## config.mk

```make
export PLATFORM = sky130hd
export DESIGN_NAME = mul_arbiter_flat
export DESIGN_NICKNAME = d
export VERILOG_FILES = /design/src/rtl/mul_arbiter_if.sv /design/src/rtl/mul_arbiter.sv /design/src/flat_wrapper.sv
export SDC_FILE = /design/constraint.sdc
export NUM_CORES = 1
export LEC_CHECK = 0
export CAP_MARGIN = 25
export CELL_PAD_IN_SITES_DETAIL_PLACEMENT = 1
export CELL_PAD_IN_SITES_GLOBAL_PLACEMENT = 1
export CORE_MARGIN = 1.5
export CORE_UTILIZATION = 27
export DETAILED_ROUTE_END_ITERATION = 7
export HOLD_SLACK_MARGIN = 0.08
export PLACE_DENSITY_LB_ADDON = 0.1
export SLEW_MARGIN = 20
export SYNTH_ARGS = -nofsm -noshare
export SYNTH_HDL_FRONTEND = slang
export SYNTH_SLANG_ARGS = --single-unit
```

## constraint.sdc

```tcl
create_clock -name clk -period 1.4 [get_ports clk]
set_input_delay 0.21 -clock clk [delete_from_list [all_inputs] [get_ports clk]]
set_output_delay 0.21 -clock clk [all_outputs]
set_load 0.03 [all_outputs]
```

## src/rtl/mul_arbiter_if.sv

```systemverilog
// mul_arbiter_if: requester, response and shared-multiplier signals of the
// two-requester multiply arbiter. The slave modport is the arbiter's view;
// the master modport is the view of the surrounding requesters, consumer
// and multiplier.
interface mul_arbiter_if;
  logic        req0_valid;
  logic [15:0] req0_a;
  logic [15:0] req0_b;
  logic        req0_ready;
  logic        req1_valid;
  logic [15:0] req1_a;
  logic [15:0] req1_b;
  logic        req1_ready;
  logic        rsp_valid;
  logic        rsp_id;
  logic [31:0] rsp_result;
  logic        rsp_err;
  logic        rsp_ready;
  logic [15:0] mul_a;
  logic [15:0] mul_b;
  logic        mul_load;
  logic        mul_wait;
  logic [31:0] mul_result;

  modport slave (
    input  req0_valid, req0_a, req0_b, req1_valid, req1_a, req1_b,
    input  rsp_ready, mul_wait, mul_result,
    output req0_ready, req1_ready, rsp_valid, rsp_id, rsp_result, rsp_err,
    output mul_a, mul_b, mul_load
  );

  modport master (
    output req0_valid, req0_a, req0_b, req1_valid, req1_a, req1_b,
    output rsp_ready, mul_wait, mul_result,
    input  req0_ready, req1_ready, rsp_valid, rsp_id, rsp_result, rsp_err,
    input  mul_a, mul_b, mul_load
  );
endinterface

```

## src/rtl/mul_arbiter.sv

```systemverilog
// mul_arbiter: round-robin arbiter granting two requesters access to one
// shared shift-add multiplier, with a per-multiply watchdog (MAX_CYC cycles
// in RUN). One multiply is outstanding at a time.
// Optional feature: define MUL_ARBITER_ZERO_BYPASS_EN to answer requests with
// a zero operand directly (result 0) without loading the multiplier.
module mul_arbiter #(
  parameter int unsigned MAX_CYC = 20
) (
  input  logic         clk,
  input  logic         rst_n,
  mul_arbiter_if.slave bus
);

  localparam int unsigned CW = $clog2(MAX_CYC + 1);

  typedef enum logic [1:0] {IDLE, LOAD, RUN, RESP} state_t;

  state_t        state_q, state_d;
  logic          ptr_q;
  logic [15:0]   a_q, b_q;
  logic          id_q;
  logic [31:0]   res_q;
  logic          err_q;
  logic [CW-1:0] cnt_q;

  logic          grant_id;
  logic [15:0]   sel_a, sel_b;
  logic          accept, capture, timeout, rsp_done;
  logic          in_resp;

  // Grant selection: pointer breaks ties, a sole valid requester always wins
  always_comb begin
    grant_id = 1'b0;
    if (bus.req0_valid && bus.req1_valid) begin
      grant_id = ptr_q;
    end else if (bus.req1_valid) begin
      grant_id = 1'b1;
    end
    sel_a = grant_id ? bus.req1_a : bus.req0_a;
    sel_b = grant_id ? bus.req1_b : bus.req0_b;
  end

  // Next-state logic and per-cycle strobes; READY only from IDLE and never in reset
  always_comb begin
    state_d        = state_q;
    accept         = 1'b0;
    capture        = 1'b0;
    timeout        = 1'b0;
    rsp_done       = 1'b0;
    bus.req0_ready = 1'b0;
    bus.req1_ready = 1'b0;
    unique case (state_q)
      IDLE: begin
        if (rst_n && (bus.req0_valid || bus.req1_valid)) begin
          accept         = 1'b1;
          bus.req0_ready = ~grant_id;
          bus.req1_ready = grant_id;
`ifdef MUL_ARBITER_ZERO_BYPASS_EN
          state_d = ((sel_a == '0) || (sel_b == '0)) ? RESP : LOAD;
`else
          state_d = LOAD;
`endif
        end
      end
      LOAD: state_d = RUN;
      RUN: begin
        if (!bus.mul_wait) begin
          capture = 1'b1;
          state_d = RESP;
        end else if (cnt_q == CW'(MAX_CYC)) begin
          timeout = 1'b1;
          state_d = RESP;
        end
      end
      RESP: begin
        if (bus.rsp_ready) begin
          rsp_done = 1'b1;
          state_d  = IDLE;
        end
      end
      default: state_d = IDLE;
    endcase
  end

  // State register
  always_ff @(posedge clk or negedge rst_n) begin
    if (!rst_n) begin
      state_q <= IDLE;
    end else begin
      state_q <= state_d;
    end
  end

  // Operand/response latches, watchdog counter and round-robin pointer
  always_ff @(posedge clk or negedge rst_n) begin
    if (!rst_n) begin
      ptr_q <= 1'b0;
      a_q   <= '0;
      b_q   <= '0;
      id_q  <= 1'b0;
      res_q <= '0;
      err_q <= 1'b0;
      cnt_q <= '0;
    end else begin
      if (accept) begin
        // Result is cleared here so a bypassed zero request answers 0
        a_q   <= sel_a;
        b_q   <= sel_b;
        id_q  <= grant_id;
        res_q <= '0;
        err_q <= 1'b0;
      end
      if (state_q == LOAD) begin
        cnt_q <= CW'(1);
      end else if (state_q == RUN && state_d == RUN) begin
        cnt_q <= cnt_q + CW'(1);
      end
      if (capture) begin
        res_q <= bus.mul_result;
      end
      if (timeout) begin
        res_q <= '0;
        err_q <= 1'b1;
      end
      if (rsp_done) begin
        ptr_q <= ~id_q;
      end
    end
  end

  assign in_resp        = (state_q == RESP);
  assign bus.rsp_valid  = in_resp;
  assign bus.rsp_id     = in_resp & id_q;
  assign bus.rsp_err    = in_resp & err_q;
  assign bus.rsp_result = in_resp ? res_q : '0;
  assign bus.mul_load   = (state_q == LOAD);
  assign bus.mul_a      = a_q;
  assign bus.mul_b      = b_q;

endmodule

```

## src/flat_wrapper.sv

```systemverilog
// flat-port wrapper written by rule: the top's interface ports become plain ports
module mul_arbiter_flat 
#(
  parameter int unsigned MAX_CYC = 20
)
  (clk, rst_n, bus_req0_valid, bus_req0_a, bus_req0_b, bus_req1_valid, bus_req1_a, bus_req1_b, bus_rsp_ready, bus_mul_wait, bus_mul_result, bus_req0_ready, bus_req1_ready, bus_rsp_valid, bus_rsp_id, bus_rsp_result, bus_rsp_err, bus_mul_a, bus_mul_b, bus_mul_load);
  mul_arbiter_if bus_i ();
  input  logic clk;
  input  logic rst_n;
  input wire logic [$bits(bus_i.req0_valid)-1:0] bus_req0_valid;
  input wire logic [$bits(bus_i.req0_a)-1:0] bus_req0_a;
  input wire logic [$bits(bus_i.req0_b)-1:0] bus_req0_b;
  input wire logic [$bits(bus_i.req1_valid)-1:0] bus_req1_valid;
  input wire logic [$bits(bus_i.req1_a)-1:0] bus_req1_a;
  input wire logic [$bits(bus_i.req1_b)-1:0] bus_req1_b;
  input wire logic [$bits(bus_i.rsp_ready)-1:0] bus_rsp_ready;
  input wire logic [$bits(bus_i.mul_wait)-1:0] bus_mul_wait;
  input wire logic [$bits(bus_i.mul_result)-1:0] bus_mul_result;
  output wire logic [$bits(bus_i.req0_ready)-1:0] bus_req0_ready;
  output wire logic [$bits(bus_i.req1_ready)-1:0] bus_req1_ready;
  output wire logic [$bits(bus_i.rsp_valid)-1:0] bus_rsp_valid;
  output wire logic [$bits(bus_i.rsp_id)-1:0] bus_rsp_id;
  output wire logic [$bits(bus_i.rsp_result)-1:0] bus_rsp_result;
  output wire logic [$bits(bus_i.rsp_err)-1:0] bus_rsp_err;
  output wire logic [$bits(bus_i.mul_a)-1:0] bus_mul_a;
  output wire logic [$bits(bus_i.mul_b)-1:0] bus_mul_b;
  output wire logic [$bits(bus_i.mul_load)-1:0] bus_mul_load;
  assign bus_i.req0_valid = bus_req0_valid;
  assign bus_i.req0_a = bus_req0_a;
  assign bus_i.req0_b = bus_req0_b;
  assign bus_i.req1_valid = bus_req1_valid;
  assign bus_i.req1_a = bus_req1_a;
  assign bus_i.req1_b = bus_req1_b;
  assign bus_i.rsp_ready = bus_rsp_ready;
  assign bus_i.mul_wait = bus_mul_wait;
  assign bus_i.mul_result = bus_mul_result;
  assign bus_req0_ready = bus_i.req0_ready;
  assign bus_req1_ready = bus_i.req1_ready;
  assign bus_rsp_valid = bus_i.rsp_valid;
  assign bus_rsp_id = bus_i.rsp_id;
  assign bus_rsp_result = bus_i.rsp_result;
  assign bus_rsp_err = bus_i.rsp_err;
  assign bus_mul_a = bus_i.mul_a;
  assign bus_mul_b = bus_i.mul_b;
  assign bus_mul_load = bus_i.mul_load;
  mul_arbiter #(.MAX_CYC(MAX_CYC)) u_core (.clk(clk), .rst_n(rst_n), .bus(bus_i));
endmodule
```

==> impl_results.md <==
- RSZ-0062 raised after global routing: yes
- Total power: 13000 uW
- Worst flop-to-flop path startpoint: u_core.state_q[1]
- CP bufs+invs: 1
- Startpoint types: flop
- GPL Wtd Cong: 0.834
- Number of buffers added on ports: 171
- Initial antenna violation count: 0
- Number of DRC markers in iteration 0: 133
- Non-Filler Instances: 697
- Synth Flop Type: dfrtp_1
- Relative slew slack: 59.4%
- Critical Path Slowest Stage Cell: or4b_4
- Fin. Hold Viols: 0
- # IOs: 172
- CP delay by family, top: simple AND/OR/NAND/NOR gates
- Util after Layout: 49.9%
- DRC Markers: 0
- Largest net degree at the start of global routing: 48
- Netlist cell types: 38
- WP data required: 1.65 ns
- Dpl ws: -0.578 ns
- Mapped Area: 3440 um^2
- Antenna Violating Nets Remaining: 0
- Number of flops mapped to enable cells by yosys: 0
- Pwr per Cell Area: 2080 nW/um^2
- FFs w/ async S/R, synth: 100%
- Clk_lat worst skew: 0.33 ns
- Die Span Y: 116 um
- Inst Count DP: 663
- Avg Vias per Cell: 4.72
- R2R Setup Slk: -0.26 ns
- Clk buf depth: 2
- Nets: 625
- Die area: 13400 um^2
- Share of layout cells above drive strength 1: 28.0%
- Crit path DAT: 1.90 ns
- Tcrit/Tclk final: 118%
- Mean post-synth cell area: 10.9 um^2
- Initial Util: 27.4%
- CTS tree: built
- Tot GR Track Use: 17.2%
- Worst Slack Setup Final: -0.257 ns
- Failing checks: negative setup slack
- Worst-path clk slew: 0.06 ns
- Top post-synthesis cells by count: 74 x dfrtp_1, 36 x and3_1, 35 x nand2_1
- Critical-path cell list: buf_6, nor3b_4, a31oi_4, or4b_4, o221ai_2
- Core Box Area: 12500 um^2
- Outcome: complete, but fails checks
- Die X: 116 um
- Row cnt: 41
- ANT cells: 0
- P&R area growth vs syn: 81.9%
- Worst min-delay path class: input port to async pin
- Final number of setup-violating endpoints: 77
- Critical path's largest stage delay: 0.49 ns
- Synthesis-stage register bit count: 74
- CP Depth: 5
- Post-route minimum period: 1.66 ns
- Post-Syn Nets: 420
- Max FO, Critical Path: 5
- VDD IR max: 0.717 mV
- WL/cell: 17.1 um
- TNS Setup: -13.79 ns
- Final WL: 11.9 mm
- Global route total overflow: 0
- Fin. max-slew vios: 0
- First drt pass iteration count: 4
- Area share of the largest cell type after synthesis: 53.9%
- CTS Buf Count: 9
- H-Tree Depth: 3
- Sequential area share after synthesis: 53.9%
- FMAX: 603 MHz
- Post-synthesis cell count: 316
- First-pass GRT wire length: 17.7 mm
- Post-synth top area cell: dfrtp_1
- Number of global-route vias before repair: 3394
- Worst reg2reg path depth: 5
- CP Capture Type: flop
- Number of synthesis warnings: 0
- Setup CP Type: flop to flop
- DP HPWL: 8.01 mm
- # clock sinks: 74
- P_leak: 0.00303 uW
- Capture point of the worst reg-to-reg path: u_core.cnt_q[3]
- Worst Tran Pin Value: 0.610 ns
- DR vias: 3293
- Top cells by area, synth: dfrtp_1 54%, mux2i_1 9.3%, a22o_1 8.4%
- Clk_skew: 0.00399 ns
- # Max-Cap Violations: 0
- Clk root buf: clkbuf_16
- Count leader, synth: dfrtp_1
## report_power, final
group	internal (uW)	leakage, uW	switching, uW
clock	1540	0.000151	887
combinational	3150	0.00196	3760
sequential	3110	0.000925	581
## metal layers
layer	track usage (%)	up-vias	part of all wire, %
met5	0	-	0
met4	6.42	0	1.3
met3	6.01	11	9.0
met2	28.9	129	49
met1	20.4	1594	41
li1	-	1559	-
## area by class of cell
type / count / area [um^2]
timing repair buffer: 219 / 2200
tap: 172 / 215
clock inverter: 6 / 82.6
sequential: 74 / 1850
multi-input combinational: 211 / 1650
clock buffer: 9 / 225
fill: 1404 / 6270
inverter: 6 / 27.5
## cells by family after synthesis
kind of cell    after synthesis  share of synthesized area (%)
compound gates               81                           16.6
mux                          32                           9.32
buf+inv                      31                           3.79
flops                        74                           53.9
fa+ha+maj                     2                          0.728
simple gates                 96                           15.7
## metrics by stage
stage / hold WS (ns) / instance area (um^2)
after floorplan: -0.0856 / 3500
after global placement: 0.0274 / 5510
after detailed placement: 0.0276 / 5510
after CTS: 0.284 / 5960
after global routing: 0.314 / 6250
final: 0.302 / 6250
## sequential cells by signal (all words and copies together), names as in the netlist
name / flops
u_core.res_q: 32
u_core.ptr_q: 1
u_core.state_q: 2
u_core.cnt_q: 5
u_core.bus.mul_a: 16
u_core.id_q: 1
u_core.bus.mul_b: 16
u_core.err_q: 1
## cells in the final DEF, fill, tap and decap left out, types with 5 or more instances in the layout
| master | count |
|---|---|
| buf_12 | 7 |
| clkbuf_16 | 11 |
| o21ai_2 | 5 |
| dlygate4sd2_1 | 34 |
| and3_2 | 7 |
| a22o_1 | 33 |
| buf_4 | 43 |
| buf_6 | 32 |
| o21ai_0 | 8 |
| nand2_1 | 34 |
| and3_1 | 19 |
| mux2i_1 | 32 |
| and3_4 | 10 |
| o21ai_1 | 23 |
| dfrtp_1 | 72 |
| clkdlybuf4s50_1 | 98 |
## timing repair
action / in CTS / in global routing
pin swaps: 6 / 6
resized for setup: 68 / 53
setup buffers: 8 / 5
cloned: 1 / 3
endpoints found under the hold margin: 27 / 0
hold buffers: 2 / 0
setup endpoints to repair: 142 / 110
## worst max path at each step
| stage | to | slack (ns) | start |
|---|---|---|---|
| finish | u_core.cnt_q[3] | -0.26 | u_core.state_q[1] |
| global placement | u_core.state_q[0] | -0.52 | bus_req1_valid |
| CTS | u_core.cnt_q[3] | -0.25 | u_core.state_q[1] |
| floorplan | u_core.cnt_q[3] | -0.08 | u_core.state_q[1] |
| detailed placement | u_core.res_q[9] | -0.58 | bus_req1_valid |
| global route | u_core.cnt_q[3] | -0.29 | u_core.state_q[1] |
No activity file was read; power rests on OpenSTA's default activity.
